$ cat src/rtl/i2s_tx_asrc_pkg.sv
// i2s_tx_asrc_pkg
// Definitions shared by the I2S receive and transmit blocks: default
// frame geometry, word-select polarity, and the word-select pattern helper.
// No ports (package).
package i2s_tx_asrc_pkg;

    localparam int I2S_DATA_BITS_DEF = 16;
    localparam int SLOT_BITS_DEF     = 32;
    localparam int BCK_DIVIDER_DEF   = 4;

    localparam logic WS_LEFT  = 1'b0;
    localparam logic WS_RIGHT = 1'b1;

    // Philips I2S: WS switches one BCK ahead of each channel MSB, so the
    // right-channel WS window is [slot_bits-1, 2*slot_bits-2].
    function automatic logic ws_for_bit(input int unsigned k, input int unsigned slot_bits);
        if ((k >= (slot_bits - 32'd1)) && (k <= ((32'd2 * slot_bits) - 32'd2))) begin
            return WS_RIGHT;
        end else begin
            return WS_LEFT;
        end
    endfunction

endpackage

$ cat src/rtl/i2s_tx_asrc_bck.sv
// i2s_bck_gen
// Divides the audio master clock down to the I2S bit clock and reports
// the AMCLK cycle on which BCK falls.
// Ports:
//   i_clk    audio master clock
//   i_rst_n  asynchronous active-low reset
//   o_bck    registered bit clock, i_clk / BCK_DIVIDER, 50% duty
//   o_fall   strobe, high in the cycle whose closing edge drops BCK
module i2s_bck_gen
    import i2s_tx_asrc_pkg::*;
#(
    parameter int BCK_DIVIDER = BCK_DIVIDER_DEF
) (
    input  logic i_clk,
    input  logic i_rst_n,
    output logic o_bck,
    output logic o_fall
);

    localparam int DVW = $clog2(BCK_DIVIDER);
    localparam logic [DVW-1:0] DIV_RISE = DVW'(BCK_DIVIDER / 2 - 1);
    localparam logic [DVW-1:0] DIV_LAST = DVW'(BCK_DIVIDER - 1);

    logic [DVW-1:0] r_div_ctr;
    logic           r_bck;
    logic           w_rise;
    logic           w_fall;

    assign w_rise = (r_div_ctr == DIV_RISE);
    assign w_fall = (r_div_ctr == DIV_LAST);
    assign o_bck  = r_bck;
    assign o_fall = w_fall;

    // Free-running divider and the BCK register it drives.
    always_ff @(posedge i_clk or negedge i_rst_n) begin
        if (!i_rst_n) begin
            r_div_ctr <= {DVW{1'b0}};
            r_bck     <= 1'b0;
        end else begin
            if (w_fall) begin
                r_div_ctr <= {DVW{1'b0}};
            end else begin
                r_div_ctr <= r_div_ctr + DVW'(1);
            end
            if (w_rise) begin
                r_bck <= 1'b1;
            end else if (w_fall) begin
                r_bck <= 1'b0;
            end else begin
                r_bck <= r_bck;
            end
        end
    end

endmodule

$ cat src/rtl/i2s_tx_asrc.sv
// i2s_tx_asrc
// Free-running Philips I2S transmitter. Parallel L/R samples arriving at
// any rate land in a single-entry buffer; each frame start picks up the
// newest sample, or repeats the previous one when nothing new arrived.
// Ports:
//   AMCLK_i         audio master clock (only clock)
//   reset_n         asynchronous active-low reset
//   APDATA_LEFT_i   left sample, two's complement
//   APDATA_RIGHT_i  right sample, two's complement
//   APDATA_VALID_i  one-cycle strobe, L/R valid this cycle
//   I2S_BCK         bit clock
//   I2S_WS          word select (0 left, 1 right)
//   I2S_DATA        serial data, MSB first, changes with BCK fall
//   SAMPLE_REQ_o    pulse after every frame load
//   UNDERRUN_o      pulse after a frame load that repeated the old sample
//   OVERRUN_o       pulse when a pending sample was overwritten
module i2s_tx_asrc
    import i2s_tx_asrc_pkg::*;
#(
    parameter int I2S_DATA_BITS = I2S_DATA_BITS_DEF,
    parameter int SLOT_BITS     = SLOT_BITS_DEF,
    parameter int BCK_DIVIDER   = BCK_DIVIDER_DEF
) (
    input  logic                     AMCLK_i,
    input  logic                     reset_n,
    input  logic [I2S_DATA_BITS-1:0] APDATA_LEFT_i,
    input  logic [I2S_DATA_BITS-1:0] APDATA_RIGHT_i,
    input  logic                     APDATA_VALID_i,
    output logic                     I2S_BCK,
    output logic                     I2S_WS,
    output logic                     I2S_DATA,
    output logic                     SAMPLE_REQ_o,
    output logic                     UNDERRUN_o,
    output logic                     OVERRUN_o
);

    localparam int BW = $clog2(2 * SLOT_BITS);
    // One extra bit so slot-boundary constants never wrap when
    // I2S_DATA_BITS == SLOT_BITS.
    localparam int KW = BW + 1;
    localparam int IW = (I2S_DATA_BITS > 1) ? $clog2(I2S_DATA_BITS) : 1;

    localparam logic [BW-1:0] K_LAST  = BW'(2 * SLOT_BITS - 1);
    localparam logic [KW-1:0] K_DATA  = KW'(I2S_DATA_BITS);
    localparam logic [KW-1:0] K_SLOT  = KW'(SLOT_BITS);
    localparam logic [KW-1:0] K_R_END = KW'(SLOT_BITS + I2S_DATA_BITS);

    logic                     w_bck;
    logic                     w_fall;

    logic [BW-1:0]            r_bit_ctr;
    logic                     r_pending;
    logic [I2S_DATA_BITS-1:0] r_pend_l;
    logic [I2S_DATA_BITS-1:0] r_pend_r;
    logic [I2S_DATA_BITS-1:0] r_frame_l;
    logic [I2S_DATA_BITS-1:0] r_frame_r;
    logic                     r_ws;
    logic                     r_data;
    logic                     r_sample_req;
    logic                     r_underrun;
    logic                     r_overrun;

    logic                     w_load;
    logic [BW-1:0]            w_k;
    logic [KW-1:0]            w_kx;
    logic [I2S_DATA_BITS-1:0] w_src_l;
    logic [I2S_DATA_BITS-1:0] w_src_r;
    logic [IW-1:0]            w_lidx;
    logic [IW-1:0]            w_ridx;
    logic                     w_data_bit;
    logic                     w_ws_bit;

    i2s_bck_gen #(
        .BCK_DIVIDER (BCK_DIVIDER)
    ) u_bck_gen (
        .i_clk   (AMCLK_i),
        .i_rst_n (reset_n),
        .o_bck   (w_bck),
        .o_fall  (w_fall)
    );

    // Next bit position, frame-load decision and the WS/DATA values that
    // go out with the coming BCK fall. On a load edge the bit is taken
    // from the sample being loaded so the left MSB leaves on that edge.
    always_comb begin
        w_load = w_fall && (r_bit_ctr == K_LAST);
        if (r_bit_ctr == K_LAST) begin
            w_k = {BW{1'b0}};
        end else begin
            w_k = r_bit_ctr + BW'(1);
        end
        w_kx = {1'b0, w_k};

        if (w_load && APDATA_VALID_i) begin
            w_src_l = APDATA_LEFT_i;
            w_src_r = APDATA_RIGHT_i;
        end else if (w_load && r_pending) begin
            w_src_l = r_pend_l;
            w_src_r = r_pend_r;
        end else begin
            w_src_l = r_frame_l;
            w_src_r = r_frame_r;
        end

        w_lidx = IW'(K_DATA - KW'(1) - w_kx);
        w_ridx = IW'(K_R_END - KW'(1) - w_kx);
        if (w_kx < K_DATA) begin
            w_data_bit = w_src_l[w_lidx];
        end else if ((w_kx >= K_SLOT) && (w_kx < K_R_END)) begin
            w_data_bit = w_src_r[w_ridx];
        end else begin
            w_data_bit = 1'b0;
        end

        w_ws_bit = ws_for_bit(32'(w_k), SLOT_BITS);
    end

    // Bit counter, serial outputs, sample buffer and status pulses.
    always_ff @(posedge AMCLK_i or negedge reset_n) begin
        if (!reset_n) begin
            r_bit_ctr    <= K_LAST;
            r_pending    <= 1'b0;
            r_pend_l     <= {I2S_DATA_BITS{1'b0}};
            r_pend_r     <= {I2S_DATA_BITS{1'b0}};
            r_frame_l    <= {I2S_DATA_BITS{1'b0}};
            r_frame_r    <= {I2S_DATA_BITS{1'b0}};
            r_ws         <= WS_LEFT;
            r_data       <= 1'b0;
            r_sample_req <= 1'b0;
            r_underrun   <= 1'b0;
            r_overrun    <= 1'b0;
        end else begin
            r_sample_req <= w_load;
            r_underrun   <= w_load && !APDATA_VALID_i && !r_pending;
            // A sample arriving on the load edge bypasses the buffer, so it
            // can never count as an overwrite.
            r_overrun    <= APDATA_VALID_i && r_pending && !w_load;

            if (w_fall) begin
                r_bit_ctr <= w_k;
                r_ws      <= w_ws_bit;
                r_data    <= w_data_bit;
            end else begin
                r_bit_ctr <= r_bit_ctr;
                r_ws      <= r_ws;
                r_data    <= r_data;
            end

            if (w_load) begin
                r_frame_l <= w_src_l;
                r_frame_r <= w_src_r;
            end else begin
                r_frame_l <= r_frame_l;
                r_frame_r <= r_frame_r;
            end

            if (w_load) begin
                r_pending <= 1'b0;
            end else if (APDATA_VALID_i) begin
                r_pending <= 1'b1;
            end else begin
                r_pending <= r_pending;
            end

            if (APDATA_VALID_i && !w_load) begin
                r_pend_l <= APDATA_LEFT_i;
                r_pend_r <= APDATA_RIGHT_i;
            end else begin
                r_pend_l <= r_pend_l;
                r_pend_r <= r_pend_r;
            end
        end
    end

    assign I2S_BCK      = w_bck;
    assign I2S_WS       = r_ws;
    assign I2S_DATA     = r_data;
    assign SAMPLE_REQ_o = r_sample_req;
    assign UNDERRUN_o   = r_underrun;
    assign OVERRUN_o    = r_overrun;

endmodule

$ cat config.mk
export PLATFORM = sky130hd
export DESIGN_NAME = i2s_tx_asrc
export DESIGN_NICKNAME = d
export VERILOG_FILES = /design/src/rtl/i2s_tx_asrc_pkg.sv /design/src/rtl/i2s_tx_asrc_bck.sv /design/src/rtl/i2s_tx_asrc.sv
export SDC_FILE = /design/constraint.sdc
export NUM_CORES = 1
export LEC_CHECK = 0
export CAP_MARGIN = 20
export CORE_MARGIN = 3
export CORE_UTILIZATION = 25
export DETAILED_ROUTE_END_ITERATION = 8
export PLACE_DENSITY = 0.52
export SETUP_SLACK_MARGIN = 0.2
export SYNTH_ARGS = -nofsm -noshare
export SYNTH_HDL_FRONTEND = slang
export SYNTH_SLANG_ARGS = --single-unit
$ cat constraint.sdc
create_clock -name AMCLK_i -period 7.9 [get_ports AMCLK_i]
set_clock_uncertainty 0.05 [all_clocks]
set_input_delay 0.79 -clock AMCLK_i [delete_from_list [all_inputs] [get_ports AMCLK_i]]
set_output_delay 0.79 -clock AMCLK_i [all_outputs]
set_load 0.01 [all_outputs]
### Word-level counts from Yosys, hierarchy flattened

Cells that the tools add are included.
Widths: inputs -> output; s select.

| storage, ports and cells | value |
|---|---|
| bits in read-only memories | 0 |
| latch bits | 0 |
| output and inout port bits | 6 |
| memories kept | 0 |
| RAM bits | 0 |
| register bits | 79 |

| cells by class | value |
|---|---|
| multipliers | 0 |
| mux-type cells | 17 |
| div/mod/pow operators | 0 |
| reductions and logical operators | 15 |
| $lt $le $gt $ge | 7 |
| equality and inequality tests | 3 |
| bitwise operators | 0 |
| add/subtract/negate cells | 4 |
| shift-type cells | 0 |

Operator list:

| operator | number |
|---|---|
| $mux 16 | 4 |
| $logic_and 1x1->1 | 10 |
| $lt 4x5->1 const B | 2 |
| $mux 1 | 9 |
| $bmux 1 s4 | 2 |
| $sub 4x4->4 const A | 2 |
| $add 6x1->6 const B | 1 |
| $eq 6x6->1 const B | 1 |
| $ge 6x5->1 const B | 1 |
| $ge 6x6->1 const B | 1 |
| $le 6x6->1 const B | 1 |
| $lt 6x5->1 const B | 1 |
| $lt 6x6->1 const B | 1 |
| $mux 6 | 1 |
| $reduce_bool 2->1 | 2 |
| $logic_not 1->1 | 3 |
| $add 2x1->2 const B | 1 |
| $eq 2x1->1 const B | 1 |
| $eq 2x2->1 const B | 1 |
| $mux 2 | 1 |

### Logic depth before layout (Yosys ltp)

| logic depth | value |
|---|---|
| depth after elaboration | 9 |
| gate-level depth with buffers | 11 |
| mapped depth without buffers | 9 |

### By module

A second synthesis with hierarchy kept.

| unflattened totals | value |
|---|---|
| cells, all modules | 360 |
| area, all modules | 3868.7 µm² |

By module, submodules not included:

| module | times used | cells each | area an instance (µm²) | seq. area each (µm²) |
|---|---|---|---|---|
| i2s_tx_asrc | 1 | 350 | 3746.1 | 1909.3 |
| i2s_bck_gen | 1 | 10 | 122.6 | 75.1 |

### Least setup slack after synthesis

Ideal clock, no wire load.

| timing | value |
|---|---|
| kind | reg2reg |
| start | register r_bit_ctr[0] |
| end | register r_data, in the netlist I2S_DATA |
| data arrival time | 2.309 ns |
| buffers on the path | 2 |
| required time | 7.718 ns |
| clock period less this slack | 2.491 ns |
| slack | 5.409 ns |
| cell stages (with the launch flop) | 11 |
| cell sequence | dfstp_2 -> ha_1 -> buf_4 -> nand4_1 -> or2_1 -> buf_6 -> o32ai_4 -> o31ai_1 -> a311o_1 -> nor4b_2 -> a22oi_1 |

| on the way | value |
|---|---|
| word-level cells in the longest chain between the ends | 9 |
| elaborated cells on any way between the ends | 22 |
| those cells by class | add/sub (3); order compare (3); eq/ne (1); mux (11); reduce/logical (4) |

RTL lines:

| what | RTL line | text |
|---|---|---|
| start: declaration | i2s_tx_asrc.sv:51 | `logic [BW-1:0] r_bit_ctr;` |
| start signal: assignment | i2s_tx_asrc.sv:140 | `r_bit_ctr <= w_k;` |
| start signal: assignment | i2s_tx_asrc.sv:144 | `r_bit_ctr <= r_bit_ctr;` |
| parallel branches: the longest is 8 deep, another holds $add 6x1->6 | -- |  |
| $mux 1 * | i2s_tx_asrc.sv:107 | `if (w_kx < K_DATA) begin` |
| end signal: assignment | i2s_tx_asrc.sv:142 | `r_data <= w_data_bit;` |
| end signal: assignment | i2s_tx_asrc.sv:146 | `r_data <= r_data;` |
| end: declaration | i2s_tx_asrc.sv:58 | `logic r_data;` |

Every way passes the cells marked *. The select of a mux whose other input is x is not followed.
A chain may end at the register's enable or synchronous reset.

### Final worst setup path

| timing | value |
|---|---|
| start | register u_bck_gen.r_div_ctr[0] |
| end | register r_data, in the netlist I2S_DATA |

| on the way | value |
|---|---|
| word-level cells in the longest chain between the ends | 9 |
| elaborated cells on any way between the ends | 14 |
| those cells by class | eq/ne (1); mux (10); reduce/logical (3) |

RTL lines:

| what | RTL line | text |
|---|---|---|
| start: declaration | i2s_tx_asrc_bck.sv:24 | `logic [DVW-1:0] r_div_ctr;` |
| start signal: assignment | i2s_tx_asrc_bck.sv:37 | `r_div_ctr <= {DVW{1'b0}};` |
| start signal: assignment | i2s_tx_asrc_bck.sv:41 | `r_div_ctr <= {DVW{1'b0}};` |
| start signal: assignment | i2s_tx_asrc_bck.sv:43 | `r_div_ctr <= r_div_ctr + DVW'(1);` |
| $eq 2x2->1 * | i2s_tx_asrc_bck.sv:30 | `assign w_fall = (r_div_ctr == DIV_LAST);` |
| $logic_and 1x1->1 | i2s_tx_asrc.sv:86 | `w_load = w_fall && (r_bit_ctr == K_LAST);` |
| $logic_and 1x1->1 | i2s_tx_asrc.sv:97 | `end else if (w_load && r_pending) begin` |
| $mux 16 | i2s_tx_asrc.sv:97 |  |
| $mux 16 | i2s_tx_asrc.sv:94 | `if (w_load && APDATA_VALID_i) begin` |
| $bmux 1 s4 | i2s_tx_asrc.sv:110 | `w_data_bit = w_src_r[w_ridx];` |
| $mux 1 (not written as such) | i2s_tx_asrc.sv:110 |  |
| $mux 1 | i2s_tx_asrc.sv:109 | `end else if ((w_kx >= K_SLOT) && (w_kx < K_R_END)) begin` |
| $mux 1 | i2s_tx_asrc.sv:107 |  |

Every way passes the cells marked *; elsewhere a longest branch is shown, timed or not. The select of a mux whose other input is x is not followed.

==> impl_metrics.toml <==
[cts]
clkLatencyLatePin_ps = 340
cts_root_buf = "clkbuf_16"
postCtsSetupBuffers = 0
cts_resized = 0
cts_tree = "built"
clkTransAtPathRegs_ps = 60
hold_buffers = 0
cts_buffers = 9
clock_path_buffers = 2
htreeDepth = 3
cts_num_sinks = 79

[power]
p_comb_share_pct = 8.3
pwr-share-seq_pct = 49.5
internal_power_w = 0.000690
swShare_pct = 22.7
p_per_area_mw_per_mm2 = 182
p_leak_nw = 2.01
clockPowerShare_pct = 42.3
ir_drop_mv = 0.103
p_sw_w = 0.000202

[flow_run]
drv_cap = 0

[global_routing]
grt_max_degree = 80
overflow = 0
antenna_found_initial = 0
grt_pass1_vias = 3249
grt_usage_pct = 12.6
grt_pass1_wl_um = 17800

[critical_path]
cp_top_family = "simple AND/OR/NAND/NOR gates"
cp-start-kind = "flop"
reg2reg_depth = 8
cpMaxStageDelayCell = "nand3_1"
r2r-end = "I2S_DATA"
critPathMaxStageDelay_ps = 760
end_kind = "flop"
worstSetupPathType = "flop to flop"
crit_chain = "ha_1 > and3_1 > nand3_1 > o2111ai_1 > o31ai_1 > a311o_1 > nor4b_2 > a22oi_1"
cp_data_required_time_ps = 8060
reg2reg_slack_ps = 4060
crit_end = "I2S_DATA"
r2r_start = "u_bck_gen.r_div_ctr[0]"
cp-startpoint = "u_bck_gen.r_div_ctr[0]"
cp_data_arrival_time_ps = 4000
cp_num_buf_inv = 0
crit_cells = 8
critical_path.max_fanout = 22

[synth]
synth_ff_type = "dfrtp_1"
avgSynthCellArea_um2 = 10.6
ys_ff_latch = 79
synth_edf_count = 0
synth.distinct_cells = 65
yosysSeqAreaShare_pct = 48.7
synth_fp_nets = 422
synth_area_mm2 = 0.00408
synthArstFlopShare_pct = 100
syn_inst = 383
ys_warn_count = 0

[finish]
antennaDiodeCount = 0
fillers = 1650
area_delta_synth_final_pct = 20.1
stdcell_count = 631
drive_gt1_share_pct = 17.1
fin_nets = 449

[detailed_routing]
drcViolationCount = 0
vias_per_cell = 5.04
wl_um = 11100
ant_nets = 0
drt_iter0_markers = 276
first_pass_iters = 5
num_vias = 3182
wl_per_cell_um = 17.6

[floorplanning]
fp.dieArea_mm2 = 0.0179
coreArea_mm2 = 0.0159
die_y_um = 134
start_util_pct = 25.6
die_w_um = 134
io_pins = 41
rows = 46

[sta]
holdWs_ps = 225
rsz0062_at_grt = "false"
setup_ws_ps = 4060
worstMarginPinSlew_ps = 935
drv_slew = 0
max_clock_freq_ghz = 0.261
min_period_over_period_pct = 48.6
max-slew-margin-rel_pct = 37.5
final_hold_viol_count = 0
setup-tns-final_ps = 0
min_period_ps = 3840
setup_viol = 0

[placed_design]
numPortBuffers = 40
dp_slack_ps = 4050
gp_congestion = 0.858
post-place-cells = 614
hpwl_um = 7690

[status]
status = "finished, final reports clean"

[hold_path]
hold_class = "input port to async pin"
how the worst min path moves through the flow:
stage | startpoint | to | slack (ps) | depth (start not counted)
after floorplan | u_bck_gen.r_div_ctr[0] | u_bck_gen.r_div_ctr[0] | 380 | 1
after global placement | u_bck_gen.r_div_ctr[0] | u_bck_gen.r_div_ctr[0] | 390 | 1
after detailed placement | u_bck_gen.r_div_ctr[0] | u_bck_gen.r_div_ctr[0] | 430 | 1
after CTS | u_bck_gen.r_div_ctr[0] | u_bck_gen.r_div_ctr[0] | 430 | 1
after global routing | reset_n | r_frame_r[10] | 220 | 1
final | reset_n | OVERRUN_o | 220 | 1
placed cells by master, fill, tap and decap left out, types with 5 or more instances in the layout:
cell and instances:
a21oi_1 16, a221o_1 5, a22o_1 6, a32o_1 6
a41o_1 5, buf_4 6, clkbuf_16 9, clkdlybuf4s50_1 39
dfrtp_1 73, dfstp_2 6, inv_1 9, mux2_2 30
nand2_1 23, nor2_1 32, nor3_1 14, nor3b_1 5
o21ai_0 13, o22ai_1 19, o32ai_1 9, or2_2 6
per-layer routing:
metal | vias to the layer above | global-route usage, % | share of wire, %
li1 | 1503 | - | -
met1 | 1582 | 17.1 | 46
met2 | 85 | 19.3 | 48
met3 | 12 | 2.87 | 4.3
met4 | 0 | 5.66 | 1.7
met5 | - | 0 | 0
cell families after synthesis:
logic type      count (synthesis)  share of synthesized area [%]
fa+ha+maj                       4                           1.23
compound gates                119                           22.2
buf+inv                        40                           5.25
flops                          79                           48.7
xor+xnor                        5                           1.07
simple gates                  105                           13.0
mux                            31                           8.53
final cells by class:
cell class / instances / area [um2] / share of cell area (%)
Clock buffer: 14 / 254 / 5.19
Timing Repair Buffer: 46 / 463 / 9.45
Inverter: 10 / 37.5 / 0.766
Tap cell: 216 / 270 / 5.52
Sequential cell: 79 / 1980 / 40.5
Clock inverter: 2 / 10.0 / 0.204
Multi-Input combinational cell: 264 / 1880 / 38.4
power by group through the flow:
stage / clock (W) / sequential (W) / combinational, W
2_1_floorplan: 0 / 0.000444 / 0.0000353
3_3_place_gp: 0 / 0.000448 / 0.0000725
3_5_place_dp: 0 / 0.000448 / 0.0000730
4_1_cts: 0.000388 / 0.000441 / 0.0000735
5_1_grt: 0.000406 / 0.000443 / 0.0000807
6_report: 0.000377 / 0.000441 / 0.0000736
cells in the mapped netlist (6+ instances only):
cell	n	share of area [%]
dfrtp_1	73	45
o21ai_0	13	1.6
a21oi_1	16	2.0
o22ai_1	19	2.9
buf_2	9	1.1
nand2_1	23	2.1
o32ai_1	9	1.9
inv_1	9	0.83
nor3_1	14	1.7
dfstp_2	6	3.9
buf_4	6	1.1
nor2_1	32	2.9
a22o_1	6	1.3
clkbuf_1	11	1.0
mux2_2	30	8.3
a32o_1	6	1.5
or2_2	6	0.92
registers in the layout (all words and copies together), names as in the netlist:
signal	flops
I2S_DATA	1
I2S_WS	1
OVERRUN_o	1
SAMPLE_REQ_o	1
UNDERRUN_o	1
r_bit_ctr	6
r_frame_l	16
r_frame_r	16
r_pend_l	16
r_pend_r	16
r_pending	1
u_bck_gen.o_bck	1
u_bck_gen.r_div_ctr	2
worst reg2reg max path, delay by kind of cell, from the launching register on:
family | cells | cell delay, ps
AO/OA/AOI/OAI | 4 | 1160
AND/OR/NAND/NOR | 3 | 1560
adder cells (fa/ha/maj) | 1 | 560
flip-flops | 1 | 370
stage by stage:
step,power [W],util [%],instance area (um2)
global route,0.000930,30.7,4900
detailed placement,0.000521,28.9,4610
finish,0.000892,30.7,4900
CTS,0.000902,30.6,4870
floorplan,0.000479,-,4080
global placement,0.000520,28.9,4610
(Power assumes the default switching activity.)
